`config.mk`:
```
export PLATFORM = sky130hd
export DESIGN_NAME = mac_violation_handler_flat
export DESIGN_NICKNAME = d
export VERILOG_FILES = /design/src/rtl/mac_violation_handler_pkg.sv /design/src/rtl/mac_violation_handler_if.sv /design/src/rtl/mac_violation_handler_scrub_seq.sv /design/src/rtl/mac_violation_handler.sv /design/src/flat_wrapper.sv
export SDC_FILE = /design/constraint.sdc
export NUM_CORES = 1
export LEC_CHECK = 0
export ABC_AREA = 0
export BUFFER_PORTS_ARGS = -buffer_cell sky130_fd_sc_hd__buf_2
export CAP_MARGIN = 25
export CORE_UTILIZATION = 40
export DETAILED_ROUTE_END_ITERATION = 10
export GPL_ROUTABILITY_DRIVEN = 0
export GPL_TIMING_DRIVEN = 0
export PLACE_DENSITY = 0.68
export SLEW_MARGIN = 20
export SYNTH_ARGS = -nofsm -noshare
export SYNTH_HDL_FRONTEND = slang
export SYNTH_SLANG_ARGS = --single-unit
```
`constraint.sdc`:
```
create_clock -name clk -period 2.2 [get_ports clk]
set_clock_uncertainty 0.2 [all_clocks]
set_input_delay 0.22 -clock clk [delete_from_list [all_inputs] [get_ports clk]]
set_output_delay 0.22 -clock clk [all_outputs]
set_load 0.1 [all_outputs]
```
`src/rtl/mac_violation_handler_pkg.sv`:
```
// Shared definitions for the secure-section violation handler:
// FSM state encoding, violation cause bit positions, default secure-section
// bounds (also used by the access monitor) and a saturating counter helper.
package mac_violation_handler_pkg;

  typedef enum logic [1:0] {
    ST_IDLE    = 2'd0,
    ST_HOLD    = 2'd1,
    ST_SCRUB   = 2'd2,
    ST_RELEASE = 2'd3
  } state_t;

  localparam int unsigned CAUSE_DATA  = 0;
  localparam int unsigned CAUSE_TEXT  = 1;
  localparam int unsigned CAUSE_WRITE = 2;
  localparam int unsigned CAUSE_JMP   = 3;

  localparam logic [15:0] SDATA_START_DEFAULT = 16'h0500;
  localparam logic [15:0] SDATA_STOP_DEFAULT  = 16'h0C00;

  function automatic logic [7:0] sat_inc8(input logic [7:0] v);
    return (v == 8'hFF) ? v : v + 8'd1;
  endfunction

endpackage

```
`src/rtl/mac_violation_handler_if.sv`:
```
// Signal bundle between the access monitor / memory arbiter / CPU side and
// the violation handler.
//   slave  : the handler (consumes violation flags and grant, drives
//            scrub write port, CPU reset, status and log)
//   master : the environment driving violations and the grant
interface mac_violation_handler_if;

  logic        viol_data;
  logic        viol_text;
  logic        viol_write;
  logic        viol_jmp;
  logic [15:0] viol_pc;
  logic [15:0] viol_addr;
  logic        clear_log;
  logic        scrub_gnt;

  logic        scrub_wr;
  logic [15:0] scrub_addr;
  logic [15:0] scrub_wdata;
  logic        cpu_rst;
  logic        busy;
  logic        log_valid;
  logic [3:0]  log_cause;
  logic [15:0] log_pc;
  logic [15:0] log_addr;
  logic [7:0]  viol_count;
  logic        overrun;

  modport slave (
    input  viol_data, viol_text, viol_write, viol_jmp, viol_pc, viol_addr,
           clear_log, scrub_gnt,
    output scrub_wr, scrub_addr, scrub_wdata, cpu_rst, busy, log_valid,
           log_cause, log_pc, log_addr, viol_count, overrun
  );

  modport master (
    output viol_data, viol_text, viol_write, viol_jmp, viol_pc, viol_addr,
           clear_log, scrub_gnt,
    input  scrub_wr, scrub_addr, scrub_wdata, cpu_rst, busy, log_valid,
           log_cause, log_pc, log_addr, viol_count, overrun
  );

endinterface

```
`src/rtl/mac_violation_handler_scrub_seq.sv`:
```
// Scrub address generator with request/grant handshake.
//   clk, rst_n : clock, synchronous active-low reset
//   i_start    : load SDATA_START and begin requesting
//   i_gnt      : arbiter accepted the current write
//   o_wr       : write request (held until granted)
//   o_addr     : byte address of the current write
//   o_done     : last word (SDATA_STOP) granted this cycle
module mac_scrub_seq #(
  parameter logic [15:0] SDATA_START = 16'h0500,
  parameter logic [15:0] SDATA_STOP  = 16'h0C00
) (
  input  logic        clk,
  input  logic        rst_n,
  input  logic        i_start,
  input  logic        i_gnt,
  output logic        o_wr,
  output logic [15:0] o_addr,
  output logic        o_done
);

  logic        r_active;
  logic [15:0] r_addr;
  logic        w_last;

  assign w_last = (r_addr == SDATA_STOP);
  assign o_done = r_active & i_gnt & w_last;
  assign o_wr   = r_active;
  assign o_addr = r_addr;

  always_ff @(posedge clk) begin
    if (!rst_n) begin
      r_active <= 1'b0;
      r_addr   <= '0;
    end else if (i_start) begin
      r_active <= 1'b1;
      r_addr   <= SDATA_START;
    end else if (r_active && i_gnt) begin
      if (w_last) begin
        r_active <= 1'b0;
        r_addr   <= '0;
      end else begin
        r_addr <= r_addr + 16'd2;
      end
    end
  end

endmodule

```
`src/rtl/mac_violation_handler.sv`:
```
// Secure-section violation responder: logs the first violation, holds the
// CPU in reset, scrubs the secure data section, then releases the CPU.
//   clk, rst_n : clock, synchronous active-low reset
//   vh         : violation inputs, scrub write port, CPU reset, status, log
module mac_violation_handler
  import mac_violation_handler_pkg::*;
#(
  parameter logic [15:0] SDATA_START = SDATA_START_DEFAULT,
  parameter logic [15:0] SDATA_STOP  = SDATA_STOP_DEFAULT,
  parameter int unsigned RST_CYCLES  = 16,
  parameter bit          SCRUB_EN    = 1'b1
) (
  input  logic                      clk,
  input  logic                      rst_n,
  mac_violation_handler_if.slave    vh
);

  if (SDATA_STOP < SDATA_START) begin : g_chk_range
    $error("SDATA_STOP must not be below SDATA_START");
  end
  if (SDATA_START[0] || SDATA_STOP[0]) begin : g_chk_align
    $error("secure data bounds must be word aligned");
  end
  if (RST_CYCLES < 1) begin : g_chk_rst
    $error("RST_CYCLES must be at least 1");
  end

  localparam logic [15:0] HOLD_LOAD = 16'(RST_CYCLES - 1);

  state_t      r_state;
  state_t      w_state_nxt;
  logic [15:0] r_hold_cnt;
  logic        r_cpu_rst;
  logic        r_busy;
  logic        r_log_valid;
  logic [3:0]  r_log_cause;
  logic [15:0] r_log_pc;
  logic [15:0] r_log_addr;
  logic [7:0]  r_viol_count;
  logic        r_overrun;

  logic [3:0]  w_viol_vec;
  logic        w_any_viol;
  logic        w_scrub_start;
  logic        w_scrub_done;
  logic        w_scrub_wr;
  logic [15:0] w_scrub_addr;

  always_comb begin
    w_viol_vec              = '0;
    w_viol_vec[CAUSE_DATA]  = vh.viol_data;
    w_viol_vec[CAUSE_TEXT]  = vh.viol_text;
    w_viol_vec[CAUSE_WRITE] = vh.viol_write;
    w_viol_vec[CAUSE_JMP]   = vh.viol_jmp;
  end

  assign w_any_viol = |w_viol_vec;

  mac_scrub_seq #(
    .SDATA_START (SDATA_START),
    .SDATA_STOP  (SDATA_STOP)
  ) u_scrub_seq (
    .clk     (clk),
    .rst_n   (rst_n),
    .i_start (w_scrub_start),
    .i_gnt   (vh.scrub_gnt),
    .o_wr    (w_scrub_wr),
    .o_addr  (w_scrub_addr),
    .o_done  (w_scrub_done)
  );

  always_comb begin
    w_state_nxt   = r_state;
    w_scrub_start = 1'b0;
    unique case (r_state)
      ST_IDLE: begin
        if (w_any_viol) w_state_nxt = ST_HOLD;
      end
      ST_HOLD: begin
        if (r_hold_cnt == '0) begin
          if (SCRUB_EN) begin
            w_state_nxt   = ST_SCRUB;
            w_scrub_start = 1'b1;
          end else begin
            w_state_nxt = ST_RELEASE;
          end
        end
      end
      ST_SCRUB: begin
        if (w_scrub_done) w_state_nxt = ST_RELEASE;
      end
      ST_RELEASE: begin
        w_state_nxt = ST_IDLE;
      end
      default: w_state_nxt = ST_IDLE;
    endcase
  end

  always_ff @(posedge clk) begin
    if (!rst_n) begin
      r_state <= ST_IDLE;
    end else begin
      r_state <= w_state_nxt;
    end
  end

  // cpu_rst/busy are decoded from the next state so they leave a flop
  // directly while still changing together with the state register.
  always_ff @(posedge clk) begin
    if (!rst_n) begin
      r_cpu_rst <= 1'b0;
      r_busy    <= 1'b0;
    end else begin
      r_cpu_rst <= (w_state_nxt == ST_HOLD) || (w_state_nxt == ST_SCRUB);
      r_busy    <= (w_state_nxt != ST_IDLE);
    end
  end

  always_ff @(posedge clk) begin
    if (!rst_n) begin
      r_hold_cnt <= '0;
    end else if (r_state == ST_IDLE && w_any_viol) begin
      r_hold_cnt <= HOLD_LOAD;
    end else if (r_state == ST_HOLD && r_hold_cnt != '0) begin
      r_hold_cnt <= r_hold_cnt - 16'd1;
    end
  end

  // Log captures only from IDLE; a violation beats a same-cycle clear.
  always_ff @(posedge clk) begin
    if (!rst_n) begin
      r_log_valid  <= 1'b0;
      r_log_cause  <= '0;
      r_log_pc     <= '0;
      r_log_addr   <= '0;
      r_viol_count <= '0;
      r_overrun    <= 1'b0;
    end else begin
      if (w_any_viol) r_viol_count <= sat_inc8(r_viol_count);
      if (r_state == ST_IDLE) begin
        if (w_any_viol) begin
          r_log_valid <= 1'b1;
          r_log_cause <= w_viol_vec;
          r_log_pc    <= vh.viol_pc;
          r_log_addr  <= vh.viol_addr;
        end else if (vh.clear_log) begin
          r_log_valid <= 1'b0;
          r_log_cause <= '0;
          r_log_pc    <= '0;
          r_log_addr  <= '0;
          r_overrun   <= 1'b0;
        end
      end else if (w_any_viol) begin
        r_overrun <= 1'b1;
      end
    end
  end

  assign vh.scrub_wr    = w_scrub_wr;
  assign vh.scrub_addr  = w_scrub_addr;
  assign vh.scrub_wdata = '0;
  assign vh.cpu_rst     = r_cpu_rst;
  assign vh.busy        = r_busy;
  assign vh.log_valid   = r_log_valid;
  assign vh.log_cause   = r_log_cause;
  assign vh.log_pc      = r_log_pc;
  assign vh.log_addr    = r_log_addr;
  assign vh.viol_count  = r_viol_count;
  assign vh.overrun     = r_overrun;

endmodule

```
`src/flat_wrapper.sv`:
```
// flat-port wrapper written by rule: the top's interface ports become plain ports
module mac_violation_handler_flat import mac_violation_handler_pkg::*;
#(
  parameter logic [15:0] SDATA_START = SDATA_START_DEFAULT,
  parameter logic [15:0] SDATA_STOP  = SDATA_STOP_DEFAULT,
  parameter int unsigned RST_CYCLES  = 16,
  parameter bit          SCRUB_EN    = 1'b1
)
  (clk, rst_n, vh_viol_data, vh_viol_text, vh_viol_write, vh_viol_jmp, vh_viol_pc, vh_viol_addr, vh_clear_log, vh_scrub_gnt, vh_scrub_wr, vh_scrub_addr, vh_scrub_wdata, vh_cpu_rst, vh_busy, vh_log_valid, vh_log_cause, vh_log_pc, vh_log_addr, vh_viol_count, vh_overrun);
  mac_violation_handler_if vh_i ();
  input  logic clk;
  input  logic rst_n;
  input wire logic [$bits(vh_i.viol_data)-1:0] vh_viol_data;
  input wire logic [$bits(vh_i.viol_text)-1:0] vh_viol_text;
  input wire logic [$bits(vh_i.viol_write)-1:0] vh_viol_write;
  input wire logic [$bits(vh_i.viol_jmp)-1:0] vh_viol_jmp;
  input wire logic [$bits(vh_i.viol_pc)-1:0] vh_viol_pc;
  input wire logic [$bits(vh_i.viol_addr)-1:0] vh_viol_addr;
  input wire logic [$bits(vh_i.clear_log)-1:0] vh_clear_log;
  input wire logic [$bits(vh_i.scrub_gnt)-1:0] vh_scrub_gnt;
  output wire logic [$bits(vh_i.scrub_wr)-1:0] vh_scrub_wr;
  output wire logic [$bits(vh_i.scrub_addr)-1:0] vh_scrub_addr;
  output wire logic [$bits(vh_i.scrub_wdata)-1:0] vh_scrub_wdata;
  output wire logic [$bits(vh_i.cpu_rst)-1:0] vh_cpu_rst;
  output wire logic [$bits(vh_i.busy)-1:0] vh_busy;
  output wire logic [$bits(vh_i.log_valid)-1:0] vh_log_valid;
  output wire logic [$bits(vh_i.log_cause)-1:0] vh_log_cause;
  output wire logic [$bits(vh_i.log_pc)-1:0] vh_log_pc;
  output wire logic [$bits(vh_i.log_addr)-1:0] vh_log_addr;
  output wire logic [$bits(vh_i.viol_count)-1:0] vh_viol_count;
  output wire logic [$bits(vh_i.overrun)-1:0] vh_overrun;
  assign vh_i.viol_data = vh_viol_data;
  assign vh_i.viol_text = vh_viol_text;
  assign vh_i.viol_write = vh_viol_write;
  assign vh_i.viol_jmp = vh_viol_jmp;
  assign vh_i.viol_pc = vh_viol_pc;
  assign vh_i.viol_addr = vh_viol_addr;
  assign vh_i.clear_log = vh_clear_log;
  assign vh_i.scrub_gnt = vh_scrub_gnt;
  assign vh_scrub_wr = vh_i.scrub_wr;
  assign vh_scrub_addr = vh_i.scrub_addr;
  assign vh_scrub_wdata = vh_i.scrub_wdata;
  assign vh_cpu_rst = vh_i.cpu_rst;
  assign vh_busy = vh_i.busy;
  assign vh_log_valid = vh_i.log_valid;
  assign vh_log_cause = vh_i.log_cause;
  assign vh_log_pc = vh_i.log_pc;
  assign vh_log_addr = vh_i.log_addr;
  assign vh_viol_count = vh_i.viol_count;
  assign vh_overrun = vh_i.overrun;
  mac_violation_handler #(.SDATA_START(SDATA_START), .SDATA_STOP(SDATA_STOP), .RST_CYCLES(RST_CYCLES), .SCRUB_EN(SCRUB_EN)) u_core (.clk(clk), .rst_n(rst_n), .vh(vh_i));
endmodule
```
After elaboration in Yosys (flattened, before gate mapping)
Index checks and enable logic that the tools add are counted.

storage, ports and cells
  bits in registers = 83
  latch bits = 0
  bits in writable memories = 0
  memory bits (read-only) = 0
  bits of input ports = 40
  output and inout port bits = 81
  logic and storage cells = 73
  memories kept = 0

operators by class
  $add $sub $neg = 3
  $mul = 0
  div/mod/pow operators = 0
  $lt $le $gt $ge = 0
  equality and inequality tests = 8
  shifts and indexed selects = 0
  multiplexer cells = 24
  bitwise gates (word level) = 4
  reduce and logical (&&, ||, !) cells = 20

operators with widths
  operator                                                               count
  16-bit 2-to-1 mux                                                      4
  11-bit 2-to-1 mux                                                      2
  16-bit by 2-bit adder with 16-bit output (second input constant)       1
  16-bit by 12-bit == test with 1-bit output (second input constant)     1
  16-bit logical NOT                                                     1
  4-bit 2-to-1 mux                                                       4
  16-bit nonzero test                                                    1
  16-bit by 1-bit subtractor with 16-bit output (second input constant)  1
  2-bit nonzero test                                                     6
  1-bit 2-to-1 mux                                                       10
  8-bit by 1-bit adder with 8-bit output (second input constant)         1
  8-bit == test (second input constant)                                  1
  2-bit one-hot mux with 4 select lines                                  1
  2-bit == test (second input constant)                                  3
  2-bit 2-to-1 mux                                                       3
  2-bit AND reduction                                                    3
  2-bit by 1-bit == test with 1-bit output (second input constant)       2
  2-bit OR reduction                                                     2
  4-bit OR reduction                                                     1
  1-bit logical AND                                                      3
  3-bit AND reduction                                                    1
  1-bit bitwise AND                                                      2
  2-bit logical NOT                                                      1
  2-bit != test (second input constant)                                  1
  other kinds (2)                                                        3

Depth between registers and ports, before layout
  word-level depth = 6
  gate-level depth with buffers = 9
  mapped depth without buffers = 8

Cells and area by module
From an unflattened synthesis, not the netlist that was laid out.

unflattened totals
  cells, all modules = 387
  area total of the unflattened synthesis = 3632.2 um^2

modules (own cells, without submodules)
  module                 times used  cells an instance  area an instance (um^2)  seq. area each (um^2)
  mac_violation_handler  1           294                2813.9                   1321.3
  mac_scrub_seq          1           93                 818.3                    340.3

Least setup slack after synthesis
No wires, ideal clock.

  kind = reg2reg
  start point = register u_core.u_scrub_seq.r_addr[11], in the netlist u_core.u_scrub_seq.o_addr[11]
  end point = register u_core.r_cpu_rst, in the netlist u_core.vh.cpu_rst
  setup time = 0.115 ns
  arrival = 2.536 ns
  data required time = 1.885 ns
  slack = -0.651 ns
  cell stages (with the launch flop) = 7
  buffers on the path = 0
  clock period less this slack = 2.851 ns
  cells stage by stage = dfxtp_1 nor4bb_1 nand4_1 nor4_1 nor3_1 ha_1 and2_1

on the way
  word-level cells in the longest chain between the ends = 6
  elaborated cells on any way between the ends = 7
  those cells by class = eq/ne (3); mux (2); bitwise (1); reduce/logical (1)

RTL lines
  what                                                                       RTL line                               source
  from (decl)                                                                mac_violation_handler_scrub_seq.sv:22  logic [15:0] r_addr;
  from (signal assigned)                                                     mac_violation_handler_scrub_seq.sv:42  r_addr <= r_addr + 16'd2;
  16-bit by 12-bit == test with 1-bit output *                               mac_violation_handler_scrub_seq.sv:25  assign w_last = (r_addr == SDATA_STOP);
  1-bit bitwise AND *                                                        mac_violation_handler_scrub_seq.sv:26  assign o_done = r_active & i_gnt & w_last;
  2-bit 2-to-1 mux *                                                         mac_violation_handler.sv:90            if (w_scrub_done) w_state_nxt = ST_RELEASE;
  2-bit one-hot mux with 4 select lines *                                    mac_violation_handler.sv:75            unique case (r_state)
  2-bit by 1-bit == test with 1-bit output or 2-bit == test (tied branches)  mac_violation_handler.sv:114           r_cpu_rst <= (w_state_nxt == ST_HOLD) || (w_state_nxt == ST_SCRUB);
  1-bit logical OR *                                                         mac_violation_handler.sv:114
  to (signal assigned)                                                       mac_violation_handler.sv:114
  to (decl)                                                                  mac_violation_handler.sv:33            logic r_cpu_rst;

Mark *: on every way between the ends. The rest lies on a longest branch, timed or not.
A chain may end at the register's enable or synchronous reset.

Final worst setup path
  start point = register u_core.u_scrub_seq.r_addr[5], in the netlist u_core.u_scrub_seq.o_addr[5]
  end point = register u_core.r_cpu_rst, in the netlist u_core.vh.cpu_rst

Same word-level chain as after synthesis.

==> run summary <==
Vias in the first global route = 3,527
RSZ-0062 raised after global routing = true
Endpoint type of the worst setup path = register
CP Launch Type = register
HP Start = vh_clear_log
Initial Util = 0.418
Post-Place Cells = 644
Peak VDD IR = 549 uV
Clk network pwr share = 0.250
Final setup viols = 0
Placement row count = 34
Final period util = 0.974
Reg2reg start = u_core.u_scrub_seq.o_addr[5]$_SDFFE_PP0P_
Setup CP Type = reg -> reg
Commonest non-fill, non-tap cell in the layout = buf_2
Clk Tree Root Cell = clkbuf_8
Buffers plus inverters on the worst setup path = 1
Global Route Usage Sum = 0.210
Prevailing post-synth register cell = dfxtp_1
Sw power = 1820 uW
Level count of the clock H-tree = 3
Global-route wire length before repair = 16,500 um
Critical-path maximum fanout = 7
Min-delay worst type = in -> reg
Yosys warning count = 0
Final nets = 633
Syn Inst Count = 417
Largest net degree at the start of global routing = 16
CTS max path bufs = 2
Required time of the critical path = 2.26 ns
Die height = 98.2 um
Starting DRT DRC Count = 176
Die ar. = 9640 um^2
Final Power = 4290 uW
# clock sinks = 83
Fin. Hold Viols = 0
Initial antenna violation count = 0
Slew Limit Headroom = 0.645
# port buffers = 104
Die width = 98.2 um
Detail Placement HPWL = 6560 um
Clock-pin slew on the worst setup and hold paths = 0.09 ns
Insertion delay to the later sink of the worst-skew pair = 0.36 ns
Failing checks = DRC
Max incr delay on CP = 0.37 ns
CTS Buf Count = 9
Seq/Total Area, Yosys = 0.449
Routed vias = 3,707
Slew Viols, Final = 0
Post-synth EDFFs = 0
CTS tree = built
Arrival time at the worst endpoint = 2.20 ns
Critical-path top delay cell = dfxtp_2
Pint = 2470 uW
Core Area = 8850 um^2
Final std cells w/o fill = 700
Worst slew pin tran = 0.532 ns
Drt wl/cell = 14.2 um
# DRC = 1
Inserted Diodes = 0
Leakage = 0.00224 uW
Mapped Area = 3700 um^2
Count of cell types in the netlist = 49
Crit-path cells = nor4_2 -> nand4_1 -> buf_4 -> nor4_4 -> nor3_2 -> ha_1 -> and2_1
Overflow after GRT = 0
Critical path launch point = u_core.u_scrub_seq.o_addr[5]$_SDFFE_PP0P_
Post-DRT Antenna Nets = 0
Boundary pin count = 121
Switching Share = 0.425
Pwr dens = 830 nW/um^2
Part of the power in registers = 0.395
Asr flop ratio synth = 0
Yosys reg bits = 83
Synth-to-layout area growth = 39.7%
Commonest non-fill, non-tap cells in the layout = buf_2 (111), dfxtp_1 (60), nor2_1 (58), dlygate4sd3_1 (37), a22oi_1 (32)
Outcome = finished, violations left
Synth Area per Inst = 8.88 um^2
Tmin final = 2.14 ns
Fmax = 467 MHz
Layout cells sized above 1 = 0.338
Drt total wl = 9920 um
Vias/cell = 5.30
Max Cap Viol = 0
CP top delay family = simple AND/OR/NAND/NOR gates
Comb pwr share = 0.355
DR pass1 iterations = 10
[sequential cells by signal, indices dropped and copies added (netlist names)]
signal,cells
u_core.vh.log_addr,16
u_core.r_hold_cnt,16
u_core.vh.overrun,1
u_core.vh.log_pc,16
u_core.u_scrub_seq.o_wr,1
u_core.vh.busy,1
u_core.vh.log_valid,1
u_core.r_state,2
u_core.vh.log_cause,4
u_core.vh.cpu_rst,1
u_core.vh.viol_count,8
u_core.u_scrub_seq.o_addr,16
[cell usage after synthesis (3+ instances only)]
master | number | share of area
ha_1 | 6 | 0.020
o31ai_1 | 6 | 0.012
a22oi_1 | 32 | 0.065
mux2i_1 | 7 | 0.019
dfxtp_1 | 83 | 0.45
nor3_1 | 9 | 0.012
or3_1 | 10 | 0.017
buf_2 | 9 | 0.012
nand2_1 | 19 | 0.019
nand4b_1 | 4 | 0.0095
and4_1 | 3 | 0.0071
o21ai_0 | 10 | 0.014
nor4_1 | 9 | 0.015
nand4_1 | 12 | 0.020
nor2_1 | 61 | 0.062
o31a_1 | 5 | 0.012
nand2b_1 | 4 | 0.0068
buf_4 | 16 | 0.032
nand3_1 | 10 | 0.014
xor2_1 | 6 | 0.014
xnor2_1 | 3 | 0.0071
o21a_1 | 4 | 0.0081
clkbuf_1 | 13 | 0.013
inv_1 | 7 | 0.0071
a21oi_1 | 23 | 0.031
or4_1 | 10 | 0.020
and2_1 | 5 | 0.0085
[routing by layer]
layer,GRT usage,vias to the layer above,routed length [um]
met4,0.0769,0,142
met3,0.0616,11,672
met1,0.262,1735,4460
met2,0.343,117,4650
li1,-,1844,-
met5,0,-,0
[stage by stage]
step	utilization	setup WS (ns)	TNS [ns]	cell area (um^2)	hold slack, ns
2_1_floorplan	-	-0.0650	-0.0650	3830	0.164
3_3_place_gp	0.507	-0.274	-1.00	4490	0.230
3_5_place_dp	0.507	-0.333	-1.94	4490	0.248
4_1_cts	0.578	0.0158	0	5110	0.0563
5_1_grt	0.584	-0.0387	-0.0427	5170	0.0776
6_report	0.584	0.0570	0	5170	0.0590
[path summary, 6_finish.rpt]
| kind | end | slack [ns] | cells after the start |
|---|---|---|---|
| max | u_core.vh.cpu_rst$_SDFF_PN0_ | 0.06 | 7 |
| min reg2reg | u_core.u_scrub_seq.o_addr[0]$_SDFFE_PP0P_ | 0.25 | 2 |
| max reg2reg | u_core.vh.cpu_rst$_SDFF_PN0_ | 0.06 | 7 |
| min | u_core.vh.overrun$_SDFFE_PN0P_ | 0.06 | 4 |
[tightest hold or removal path: stages]
cell and delay (ns):
buf_2 0.11, o21ai_0 0.11, nand2_1 0.08, a21oi_1 0.06
[kinds of logic after synthesis]
family	Yosys count	share of synthesized area
flops	83	0.449
fa+ha+maj	6	0.0203
compound gates	94	0.176
buf+inv	46	0.0659
xor+xnor	9	0.0213
simple gates	171	0.247
other cells	1	0.00101
mux	7	0.0189
[power groups by stage]
stage | logic, uW | registers [uW] | clock network (uW)
floorplan | 556 | 2340 | 0
global placement | 1410 | 1720 | 0
detailed placement | 1420 | 1720 | 0
CTS | 1490 | 1690 | 1090
global route | 1610 | 1710 | 1160
finish | 1520 | 1700 | 1070
[final cells by class]
| class | instances | area (um^2) |
|---|---|---|
| clock buffer | 11 | 151 |
| multi-input combinational | 303 | 1970 |
| inverter | 7 | 26.3 |
| buffer | 36 | 216 |
| timing repair buffer | 147 | 936 |
| tap | 108 | 135 |
| fill | 780 | 3680 |
| sequential | 83 | 1700 |
| clock inverter | 5 | 42.5 |
[timing repair]
action / in CTS / in global routing
setup buffers: 5 / 1
gates resized for setup: 7 / 16
endpoints found under the hold margin: 37 / 0
hold buffers: 37 / 0
pin swaps: 2 / 4
endpoints found under the setup margin: 16 / 19
(Power assumes the default switching activity.)
